$ cat config.mk
export PLATFORM = sky130hd
export DESIGN_NAME = fpu_arbiter_flat
export DESIGN_NICKNAME = d
export VERILOG_FILES = /design/src/rtl/fpu_arbiter_if.sv /design/src/rtl/fpu_arbiter.sv /design/src/flat_wrapper.sv
export SDC_FILE = /design/constraint.sdc
export NUM_CORES = 1
export LEC_CHECK = 0
export CAP_MARGIN = 20
export CELL_PAD_IN_SITES_DETAIL_PLACEMENT = 2
export CELL_PAD_IN_SITES_GLOBAL_PLACEMENT = 2
export CORE_MARGIN = 10
export CORE_UTILIZATION = 23
export DETAILED_ROUTE_END_ITERATION = 12
export PLACE_DENSITY_LB_ADDON = 0.3
export SYNTH_ARGS = -nofsm -noshare
export SYNTH_HDL_FRONTEND = slang
export SYNTH_SLANG_ARGS = --single-unit
$ cat constraint.sdc
create_clock -name clk -period 4.4 [get_ports clk]
set_input_delay 0.66 -clock clk [delete_from_list [all_inputs] [get_ports clk]]
set_output_delay 0.66 -clock clk [all_outputs]
set_load 0.005 [all_outputs]
$ cat src/rtl/fpu_arbiter_if.sv
// rtl/fpu_arbiter_if.sv - FPU wrapper handshake bundle shared by the arbiter and the FPU
interface fpu_arbiter_if;
    logic [1:0]  op_sel;
    logic [31:0] input_a;
    logic [31:0] input_b;
    logic        input_a_stb;
    logic        input_b_stb;
    logic        input_a_ack;
    logic        input_b_ack;
    logic [31:0] output_z;
    logic        output_z_stb;
    logic        output_z_ack;

    modport master (
        output op_sel, input_a, input_b, input_a_stb, input_b_stb, output_z_ack,
        input  input_a_ack, input_b_ack, output_z, output_z_stb
    );

    modport slave (
        input  op_sel, input_a, input_b, input_a_stb, input_b_stb, output_z_ack,
        output input_a_ack, input_b_ack, output_z, output_z_stb
    );
endinterface

$ cat src/rtl/fpu_arbiter.sv
// rtl/fpu_arbiter.sv - round-robin sharing of one FPU wrapper between two requesters
module fpu_arbiter #(
    parameter int TIMEOUT   = 1023,
    parameter int SETTLE    = 2,
    parameter int FLUSH_CYC = 2
) (
    input  logic         clk,
    input  logic         rst,
    input  logic         req0_valid,
    input  logic [1:0]   req0_op,
    input  logic [31:0]  req0_a,
    input  logic [31:0]  req0_b,
    output logic         req0_ready,
    output logic         rsp0_valid,
    output logic [31:0]  rsp0_z,
    output logic         rsp0_err,
    input  logic         rsp0_ack,
    input  logic         req1_valid,
    input  logic [1:0]   req1_op,
    input  logic [31:0]  req1_a,
    input  logic [31:0]  req1_b,
    output logic         req1_ready,
    output logic         rsp1_valid,
    output logic [31:0]  rsp1_z,
    output logic         rsp1_err,
    input  logic         rsp1_ack,
    fpu_arbiter_if.master fpu,
    output logic         busy,
    output logic         grant_id
);
    typedef enum logic [2:0] {
        S_IDLE, S_SETTLE, S_SEND, S_WAIT_Z, S_ACK_Z, S_FLUSH, S_RESP
    } state_t;

    localparam int WD_W = $clog2(TIMEOUT + 1);
    localparam logic [WD_W-1:0] WD_MAX      = WD_W'(TIMEOUT);
    localparam logic [7:0]      SETTLE_LAST = 8'(SETTLE - 1);
    localparam logic [7:0]      FLUSH_LAST  = 8'(FLUSH_CYC - 1);

    state_t            state;
    logic              ptr;
    logic [7:0]        cnt;
    logic [WD_W-1:0]   wd;
    logic [1:0]        op_sel_r;
    logic [31:0]       a_r;
    logic [31:0]       b_r;
    logic [31:0]       z_r;
    logic              err_r;
    logic              a_stb_r;
    logic              b_stb_r;
    logic              z_ack_r;
    logic              rsp0_v_r;
    logic              rsp1_v_r;

    logic              win_id;
    logic              win_valid;
    logic [1:0]        win_op;
    logic [31:0]       win_a;
    logic [31:0]       win_b;
    logic              accept;
    logic              wd_hit;
    logic              a_done;
    logic              b_done;
    logic              rsp_ack_g;

    // Preferred port wins when valid; otherwise the other port takes the slot.
    always_comb begin
        win_id    = ptr ? req1_valid : ~req0_valid;
        win_valid = req0_valid | req1_valid;
        win_op    = win_id ? req1_op : req0_op;
        win_a     = win_id ? req1_a : req0_a;
        win_b     = win_id ? req1_b : req0_b;
    end

    assign req0_ready = (state == S_IDLE) && win_valid && !win_id;
    assign req1_ready = (state == S_IDLE) && win_valid && win_id;
    assign accept     = req0_ready | req1_ready;
    assign wd_hit     = (wd == WD_MAX);
    assign a_done     = !a_stb_r || fpu.input_a_ack;
    assign b_done     = !b_stb_r || fpu.input_b_ack;
    assign rsp_ack_g  = grant_id ? rsp1_ack : rsp0_ack;

    always_ff @(posedge clk) begin
        if (!rst) begin
            state    <= S_IDLE;
            ptr      <= 1'b0;
            grant_id <= 1'b0;
            cnt      <= '0;
            wd       <= '0;
            op_sel_r <= 2'b00;
            a_r      <= '0;
            b_r      <= '0;
            z_r      <= '0;
            err_r    <= 1'b0;
            a_stb_r  <= 1'b0;
            b_stb_r  <= 1'b0;
            z_ack_r  <= 1'b0;
            rsp0_v_r <= 1'b0;
            rsp1_v_r <= 1'b0;
        end else begin
            if ((state == S_SEND || state == S_WAIT_Z || state == S_ACK_Z) && !wd_hit)
                wd <= wd + WD_W'(1);
            case (state)
                S_IDLE: begin
                    if (accept) begin
                        grant_id <= win_id;
                        a_r      <= win_a;
                        b_r      <= win_b;
                        cnt      <= '0;
                        if (win_op == 2'b00) begin
                            err_r    <= 1'b1;
                            z_r      <= '0;
                            rsp0_v_r <= !win_id;
                            rsp1_v_r <= win_id;
                            state    <= S_RESP;
                        end else begin
                            op_sel_r <= win_op;
                            state    <= S_SETTLE;
                        end
                    end
                end
                S_SETTLE: begin
                    if (cnt == SETTLE_LAST) begin
                        a_stb_r <= 1'b1;
                        b_stb_r <= 1'b1;
                        wd      <= '0;
                        state   <= S_SEND;
                    end else begin
                        cnt <= cnt + 8'd1;
                    end
                end
                S_SEND: begin
                    if (wd_hit) begin
                        err_r    <= 1'b1;
                        z_r      <= '0;
                        a_stb_r  <= 1'b0;
                        b_stb_r  <= 1'b0;
                        op_sel_r <= 2'b00;
                        cnt      <= '0;
                        state    <= S_FLUSH;
                    end else begin
                        if (a_stb_r && fpu.input_a_ack) a_stb_r <= 1'b0;
                        if (b_stb_r && fpu.input_b_ack) b_stb_r <= 1'b0;
                        if (a_done && b_done) state <= S_WAIT_Z;
                    end
                end
                S_WAIT_Z: begin
                    // A result arriving on the timeout cycle still counts as success.
                    if (fpu.output_z_stb) begin
                        z_r     <= fpu.output_z;
                        err_r   <= 1'b0;
                        z_ack_r <= 1'b1;
                        state   <= S_ACK_Z;
                    end else if (wd_hit) begin
                        err_r    <= 1'b1;
                        z_r      <= '0;
                        op_sel_r <= 2'b00;
                        cnt      <= '0;
                        state    <= S_FLUSH;
                    end
                end
                S_ACK_Z: begin
                    if (!fpu.output_z_stb || wd_hit) begin
                        if (fpu.output_z_stb) begin
                            err_r <= 1'b1;
                            z_r   <= '0;
                        end
                        z_ack_r  <= 1'b0;
                        op_sel_r <= 2'b00;
                        cnt      <= '0;
                        state    <= S_FLUSH;
                    end
                end
                S_FLUSH: begin
                    if (cnt == FLUSH_LAST) begin
                        rsp0_v_r <= !grant_id;
                        rsp1_v_r <= grant_id;
                        state    <= S_RESP;
                    end else begin
                        cnt <= cnt + 8'd1;
                    end
                end
                S_RESP: begin
                    if (rsp_ack_g) begin
                        rsp0_v_r <= 1'b0;
                        rsp1_v_r <= 1'b0;
                        ptr      <= ~grant_id;
                        state    <= S_IDLE;
                    end
                end
                default: state <= S_IDLE;
            endcase
        end
    end

    assign busy             = (state != S_IDLE);
    assign fpu.op_sel       = op_sel_r;
    assign fpu.input_a      = a_r;
    assign fpu.input_b      = b_r;
    assign fpu.input_a_stb  = a_stb_r;
    assign fpu.input_b_stb  = b_stb_r;
    assign fpu.output_z_ack = z_ack_r;

    assign rsp0_valid = rsp0_v_r;
    assign rsp1_valid = rsp1_v_r;
    assign rsp0_z     = rsp0_v_r ? z_r : '0;
    assign rsp1_z     = rsp1_v_r ? z_r : '0;
    assign rsp0_err   = rsp0_v_r & err_r;
    assign rsp1_err   = rsp1_v_r & err_r;
endmodule

$ cat src/flat_wrapper.sv
// flat-port wrapper written by rule: the top's interface ports become plain ports
module fpu_arbiter_flat 
#(
    parameter int TIMEOUT   = 1023,
    parameter int SETTLE    = 2,
    parameter int FLUSH_CYC = 2
)
  (clk, rst, req0_valid, req0_op, req0_a, req0_b, req0_ready, rsp0_valid, rsp0_z, rsp0_err, rsp0_ack, req1_valid, req1_op, req1_a, req1_b, req1_ready, rsp1_valid, rsp1_z, rsp1_err, rsp1_ack, busy, grant_id, fpu_op_sel, fpu_input_a, fpu_input_b, fpu_input_a_stb, fpu_input_b_stb, fpu_output_z_ack, fpu_input_a_ack, fpu_input_b_ack, fpu_output_z, fpu_output_z_stb);
  fpu_arbiter_if fpu_i ();
  input  logic clk;
  input  logic rst;
  input  logic req0_valid;
  input  logic [1:0] req0_op;
  input  logic [31:0] req0_a;
  input  logic [31:0] req0_b;
  output logic req0_ready;
  output logic rsp0_valid;
  output logic [31:0] rsp0_z;
  output logic rsp0_err;
  input  logic rsp0_ack;
  input  logic req1_valid;
  input  logic [1:0] req1_op;
  input  logic [31:0] req1_a;
  input  logic [31:0] req1_b;
  output logic req1_ready;
  output logic rsp1_valid;
  output logic [31:0] rsp1_z;
  output logic rsp1_err;
  input  logic rsp1_ack;
  output logic busy;
  output logic grant_id;
  output wire logic [$bits(fpu_i.op_sel)-1:0] fpu_op_sel;
  output wire logic [$bits(fpu_i.input_a)-1:0] fpu_input_a;
  output wire logic [$bits(fpu_i.input_b)-1:0] fpu_input_b;
  output wire logic [$bits(fpu_i.input_a_stb)-1:0] fpu_input_a_stb;
  output wire logic [$bits(fpu_i.input_b_stb)-1:0] fpu_input_b_stb;
  output wire logic [$bits(fpu_i.output_z_ack)-1:0] fpu_output_z_ack;
  input wire logic [$bits(fpu_i.input_a_ack)-1:0] fpu_input_a_ack;
  input wire logic [$bits(fpu_i.input_b_ack)-1:0] fpu_input_b_ack;
  input wire logic [$bits(fpu_i.output_z)-1:0] fpu_output_z;
  input wire logic [$bits(fpu_i.output_z_stb)-1:0] fpu_output_z_stb;
  assign fpu_op_sel = fpu_i.op_sel;
  assign fpu_input_a = fpu_i.input_a;
  assign fpu_input_b = fpu_i.input_b;
  assign fpu_input_a_stb = fpu_i.input_a_stb;
  assign fpu_input_b_stb = fpu_i.input_b_stb;
  assign fpu_output_z_ack = fpu_i.output_z_ack;
  assign fpu_i.input_a_ack = fpu_input_a_ack;
  assign fpu_i.input_b_ack = fpu_input_b_ack;
  assign fpu_i.output_z = fpu_output_z;
  assign fpu_i.output_z_stb = fpu_output_z_stb;
  fpu_arbiter #(.TIMEOUT(TIMEOUT), .SETTLE(SETTLE), .FLUSH_CYC(FLUSH_CYC)) u_core (.clk(clk), .rst(rst), .req0_valid(req0_valid), .req0_op(req0_op), .req0_a(req0_a), .req0_b(req0_b), .req0_ready(req0_ready), .rsp0_valid(rsp0_valid), .rsp0_z(rsp0_z), .rsp0_err(rsp0_err), .rsp0_ack(rsp0_ack), .req1_valid(req1_valid), .req1_op(req1_op), .req1_a(req1_a), .req1_b(req1_b), .req1_ready(req1_ready), .rsp1_valid(rsp1_valid), .rsp1_z(rsp1_z), .rsp1_err(rsp1_err), .rsp1_ack(rsp1_ack), .fpu(fpu_i), .busy(busy), .grant_id(grant_id));
endmodule
* After elaboration in Yosys (flattened, before gate mapping) *
Cells that the tools add are included.

storage, ports and cells
  bits in registers = 127
  latch bits = 0
  memory bits (writable) = 0
  ROM bits = 0
  bits of input ports = 173
  output and inout bits = 141
  word-level logic and storage cells = 148
  memories = 0

cells by class
  add/sub/neg operators = 2
  $mul = 0
  divide/modulo/power cells = 0
  order comparisons = 0
  eq/ne operators = 23
  shifts and indexed selects = 0
  mux-type cells = 65
  bitwise logic cells = 6
  reduce and logical (&&, ||, !) cells = 37

operator list
  operator               number
  $mux 32                10
  $pmux 32 s4            1
  $mux 8                 5
  $pmux 8 s5             1
  $mux 10                3
  $mux 3                 10
  $mux 1                 21
  $pmux 3 s7             1
  $reduce_and 5->1       4
  $ne 2x2->1 const B     7
  $mux 2                 6
  $ne 3x2->1 const B     4
  $add 10x1->10 const B  1
  $eq 10x10->1 const B   1
  $eq 3x3->1 const B     3
  $reduce_and 3->1       3
  $add 8x1->8 const B    1
  $eq 8x1->1 const B     1
  $ne 2x1->1 const B     4
  $pmux 2 s4             1
  $logic_and 1x1->1      7
  $reduce_and 7->1       1
  $eq 3x2->1 const B     2
  $logic_not 1->1        6
  other kinds (16)       29

* Longest topological paths before layout *
  word-level depth = 7
  mapped depth = 8
  mapped depth without buffers = 7

* Least setup slack after synthesis *
Ideal clock, no wire load.

  path kind = input port to output port
  start = in req1_valid
  end = out req1_ready
  arrival time = 1661 ps
  required time = 3740 ps
  slack = 2079 ps
  cell stages on the path = 6
  buffers on the path = 3
  cells stage by stage = nand2b_1 -> clkbuf_1 -> nand2_1 -> buf_2 -> buf_2 -> nor2_1

between the ends
  longest elaborated chain between the ends = 3
  elaborated cells on any way between the ends = 4
  classes of those cells = mux (1); bitwise (1); reduce/logical (2)

RTL lines
  element                line                RTL
  start: declaration     flat_wrapper.sv:21  input logic req1_valid;
  $or 1x1->1             fpu_arbiter.sv:69   win_valid = req0_valid | req1_valid;
  $logic_and 1x1->1      fpu_arbiter.sv:76   assign req1_ready = (state == S_IDLE) && win_valid && win_id;
  $logic_and 1x1->1 (*)  fpu_arbiter.sv:76
  end: declaration       flat_wrapper.sv:25  output logic req1_ready;

Mark *: on every way between the ends. The rest lies on a longest branch, timed or not.

* Worst setup path after layout *
  start = in req1_valid
  end = out req0_ready

between the ends
  longest elaborated chain between the ends = 3
  elaborated cells on any way between the ends = 5
  classes of those cells = mux (1); bitwise (1); reduce/logical (3)

RTL lines
  element                                                      line                                  RTL
  $or 1x1->1 / $mux 1 (equally long branches)                  fpu_arbiter.sv:69, fpu_arbiter.sv:68
  $logic_and 1x1->1 / $logic_not 1->1 (equally long branches)  fpu_arbiter.sv:75                     assign req0_ready = (state == S_IDLE) && win_valid && !win_id;
  $logic_and 1x1->1 (*)                                        fpu_arbiter.sv:75
  end: declaration                                             flat_wrapper.sv:16                    output logic req0_ready;

Marked as above.

==> results.yml <==
run_status:
  result_of_the_run: "complete, no violations"
worst_setup_path:
  critPathRequiredTime_ns: 3.74
  cpPeakStageDelay_ns: 0.82
  ff2ff_setup_slack_ns: 1.54
  worst_r2r_endpoint: "u_core.rsp0_valid"
  largest_delay_contributor_family_on_the_critical_path: "buffers and inverters"
  critical_path.slowest_cell: "o21ai_0"
  timing.critical_path.mode_cell: "clkdlybuf4s50_1"
  critical_path_arrival_ns: 2.71
  worst-setup-path-type: "in2out"
  crit_path_end_kind: "output pin"
  timing.critical_path.buf_inv: 2
  reg2reg_from: "u_core.state[2]"
  worst-path-max-fanout: 6
  rr_worst_depth: 6
  critical_path_cell_by_cell: "clkdlybuf4s50_1 > o21ai_0 > a21oi_1 > clkdlybuf4s50_1"
  crit_path_start_kind: "input pin"
hold_path:
  hold-path-cell-count: 1
  hold_path_end: "u_core.z_r[24]"
  min_path_type: "reg2reg"
  hold_path_startpoint: "u_core.z_r[24]"
global_routing:
  globalRouteTotalUtil_pct: 15.7
  overflow: 0
  grt_antenna_before_repair: 0
  global_route_wire_length_before_repair_mm: 41.0
  number_of_global_route_vias_before_repair: 6863
  grt_max_degree: 99
sta:
  rsz0062_at_grt: "no"
  totalNegativeSetupSlack_ns: 0
  worst_pin_slew_ns: 0.995
  final-setup-viol-count: 0
  slew-limit-headroom_pct: 33.6
  report.final.hold_viol_count: 0
  f_max_mhz: 297
  slew_viol_final: 0
  period_share_pct: 76.6
  fin_skew_ns: 0.0102
  final_period_minus_worst_setup_slack_ns: 3.37
die:
  overall_die_height_um: 182
  design.core.area_sq_mm: 0.0258
  die_w_um: 182
  ios: 314
  floorplan.initialDensity_pct: 23.2
  num_rows: 59
  floorplan.die_area_sq_mm: 0.0330
final_layout:
  number_of_non_filler_instances_in_the_completed_layout: 1303
  diode_insertion_count_for_antenna_repair: 0
  most-common-layout-cells: "313 x clkdlybuf4s50_1, 127 x dfxtp_1, 88 x nor2_1, 69 x mux2i_1, 68 x and2_1"
  area.growth.synth_to_final_pct: 66.7
  finish.instance_area_sq_mm: 0.0100
  post_route_cells_drive_above_1_share_pct: 4.86
  layout.nets: 1131
  commonest_non_fill_non_tap_cell_in_the_layout: "clkdlybuf4s50_1"
yosys:
  netlist_area_sq_mm: 0.00600
  synth-main-ff-cell: "dfxtp_1"
  synth_edf_count: 0
  syn_nets: 842
  synth_seq_cells: 127
  synth.avg_cell_area_sq_um: 9.02
  postSynthCellCount: 666
  yosysWarnings: 0
  asyncSetResetFlopFracSynth_pct: 0
  synth_cell_types: 55
  synth_seq_area_share_pct: 42.3
flow_run:
  drv.max_cap_violation_count: 0
placement:
  hpwlAfterDp_mm: 20.3
  count_of_input_and_output_buffers: 313
  place_inst: 1270
  gpl.final_weighted_congestion: 0.784
  placement.cell_area_sq_mm: 0.00945
route:
  via_per_inst: 4.80
  detail_route.iter0.violations: 161
  drt.antenna.violating_nets: 0
  vias: 6259
  first_pass_iters: 4
  drc: 0
  totalWireLength_mm: 26.7
  routed_wire_length_per_instance_um: 20.5
cts:
  clock_tree_from_tritoncts: "done"
  clock_latency_ns: 0.42
  cts_buffers: 17
  number_of_buffers_added_for_setup_after_cts: 0
  number_of_clock_sinks: 127
  cts.clk_slew.worst_paths_ns: 0.06
  cts_resized: 0
  clk_root_buffer_cell: "clkbuf_16"
  ctsHtreeMaxLevel: 4
  ctsHoldBuffers: 0
  clock_tree.buffer_depth: 2
power_and_ir_drop:
  finalPower_mw: 5.27
  leakage_nw: 3.81
  irDropWorstVdd_mv: 0.285
  power_density_mw_per_mm2: 526
==> stage by stage <==
step | setup slack (ns) | hold slack, ns | utilization, %
finish | 1.03 | 0.488 | 38.7
global route | 0.861 | 0.511 | 38.7
CTS | 1.05 | 0.493 | 38.6
detailed placement | 0.965 | 0.468 | 36.6
global placement | 1.07 | 0.467 | 36.6
floorplan | 2.08 | 0.449 | -
==> per-layer routing <==
| layer | up-vias | track usage, % | routed length [um] |
|---|---|---|---|
| met3 | 21 | 6.56 | 2380 |
| met2 | 220 | 26.3 | 12800 |
| li1 | 2998 | - | - |
| met1 | 3020 | 17.7 | 11100 |
| met4 | 0 | 4.59 | 366 |
| met5 | - | 0 | 0 |
==> synth_stat cells, types with 10 or more instances <==
cell type	n	area (sq um)
mux2i_1	69	691
a22o_1	32	280
clkbuf_1	33	124
nor3_1	10	50.1
nand3_1	13	65.1
dfxtp_1	127	2540
o21ai_0	15	75.1
nor2_1	89	334
and2_1	68	425
buf_2	14	70.1
nand2_1	19	71.3
a21oi_1	18	90.1
a211oi_1	65	488
==> logic make-up (layout without fill, tap and decap cells) <==
logic type	count (synthesis)	count (layout)	share of synthesized area [%]
XOR/XNOR	6	6	0.875
adder cells (fa/ha/maj)	3	3	0.625
multiplexers	70	70	11.7
AND/OR/NAND/NOR	239	239	20.4
AO/OA/AOI/OAI	163	163	20.2
buffers and inverters	58	360	3.92
flip-flops	127	127	42.3
==> power breakdown <==
| group | leakage [nW] | internal (mW) | switching, mW |
|---|---|---|---|
| logic | 2.52 | 1.10 | 1.15 |
| clock network | 0.245 | 0.731 | 0.583 |
| registers | 1.04 | 1.46 | 0.247 |
==> area by class of cell <==
type                    count  area [sq um]
clock buffers              19           433
clock inverters            13           105
fillers                  2873         15800
inverters                   7          26.3
multi-input cells         481          3250
flip-flops and latches    127          2540
well taps                 335           419
repair buffers            321          3240
==> how the worst max path moves through the flow <==
stage / from / endpoint / slack, ns / cells past startpoint
4_1_cts: u_core.state[0] / req0_ready / 1.05 / 5
3_3_place_gp: req1_valid / u_core.fpu.op_sel[1] / 1.07 / 7
5_1_grt: u_core.state[2] / req0_ready / 0.86 / 4
6_report: req1_valid / req0_ready / 1.03 / 4
2_1_floorplan: req1_valid / req1_ready / 2.08 / 6
3_5_place_dp: req1_valid / u_core.fpu.op_sel[1] / 0.96 / 7
==> flip-flops by register name, indices dropped and copies added, names as in the netlist <==
register                 flops
u_core.fpu.input_b          32
u_core.z_r                  32
u_core.state                 3
u_core.wd                   10
u_core.fpu.input_b_stb       1
u_core.cnt                   8
u_core.rsp0_valid            1
u_core.rsp1_valid            1
u_core.fpu.input_a_stb       1
u_core.fpu.op_sel            2
u_core.grant_id              1
u_core.ptr                   1
u_core.fpu.output_z_ack      1
u_core.err_r                 1
u_core.fpu.input_a          32
Power figures use the tool's default switching activity.
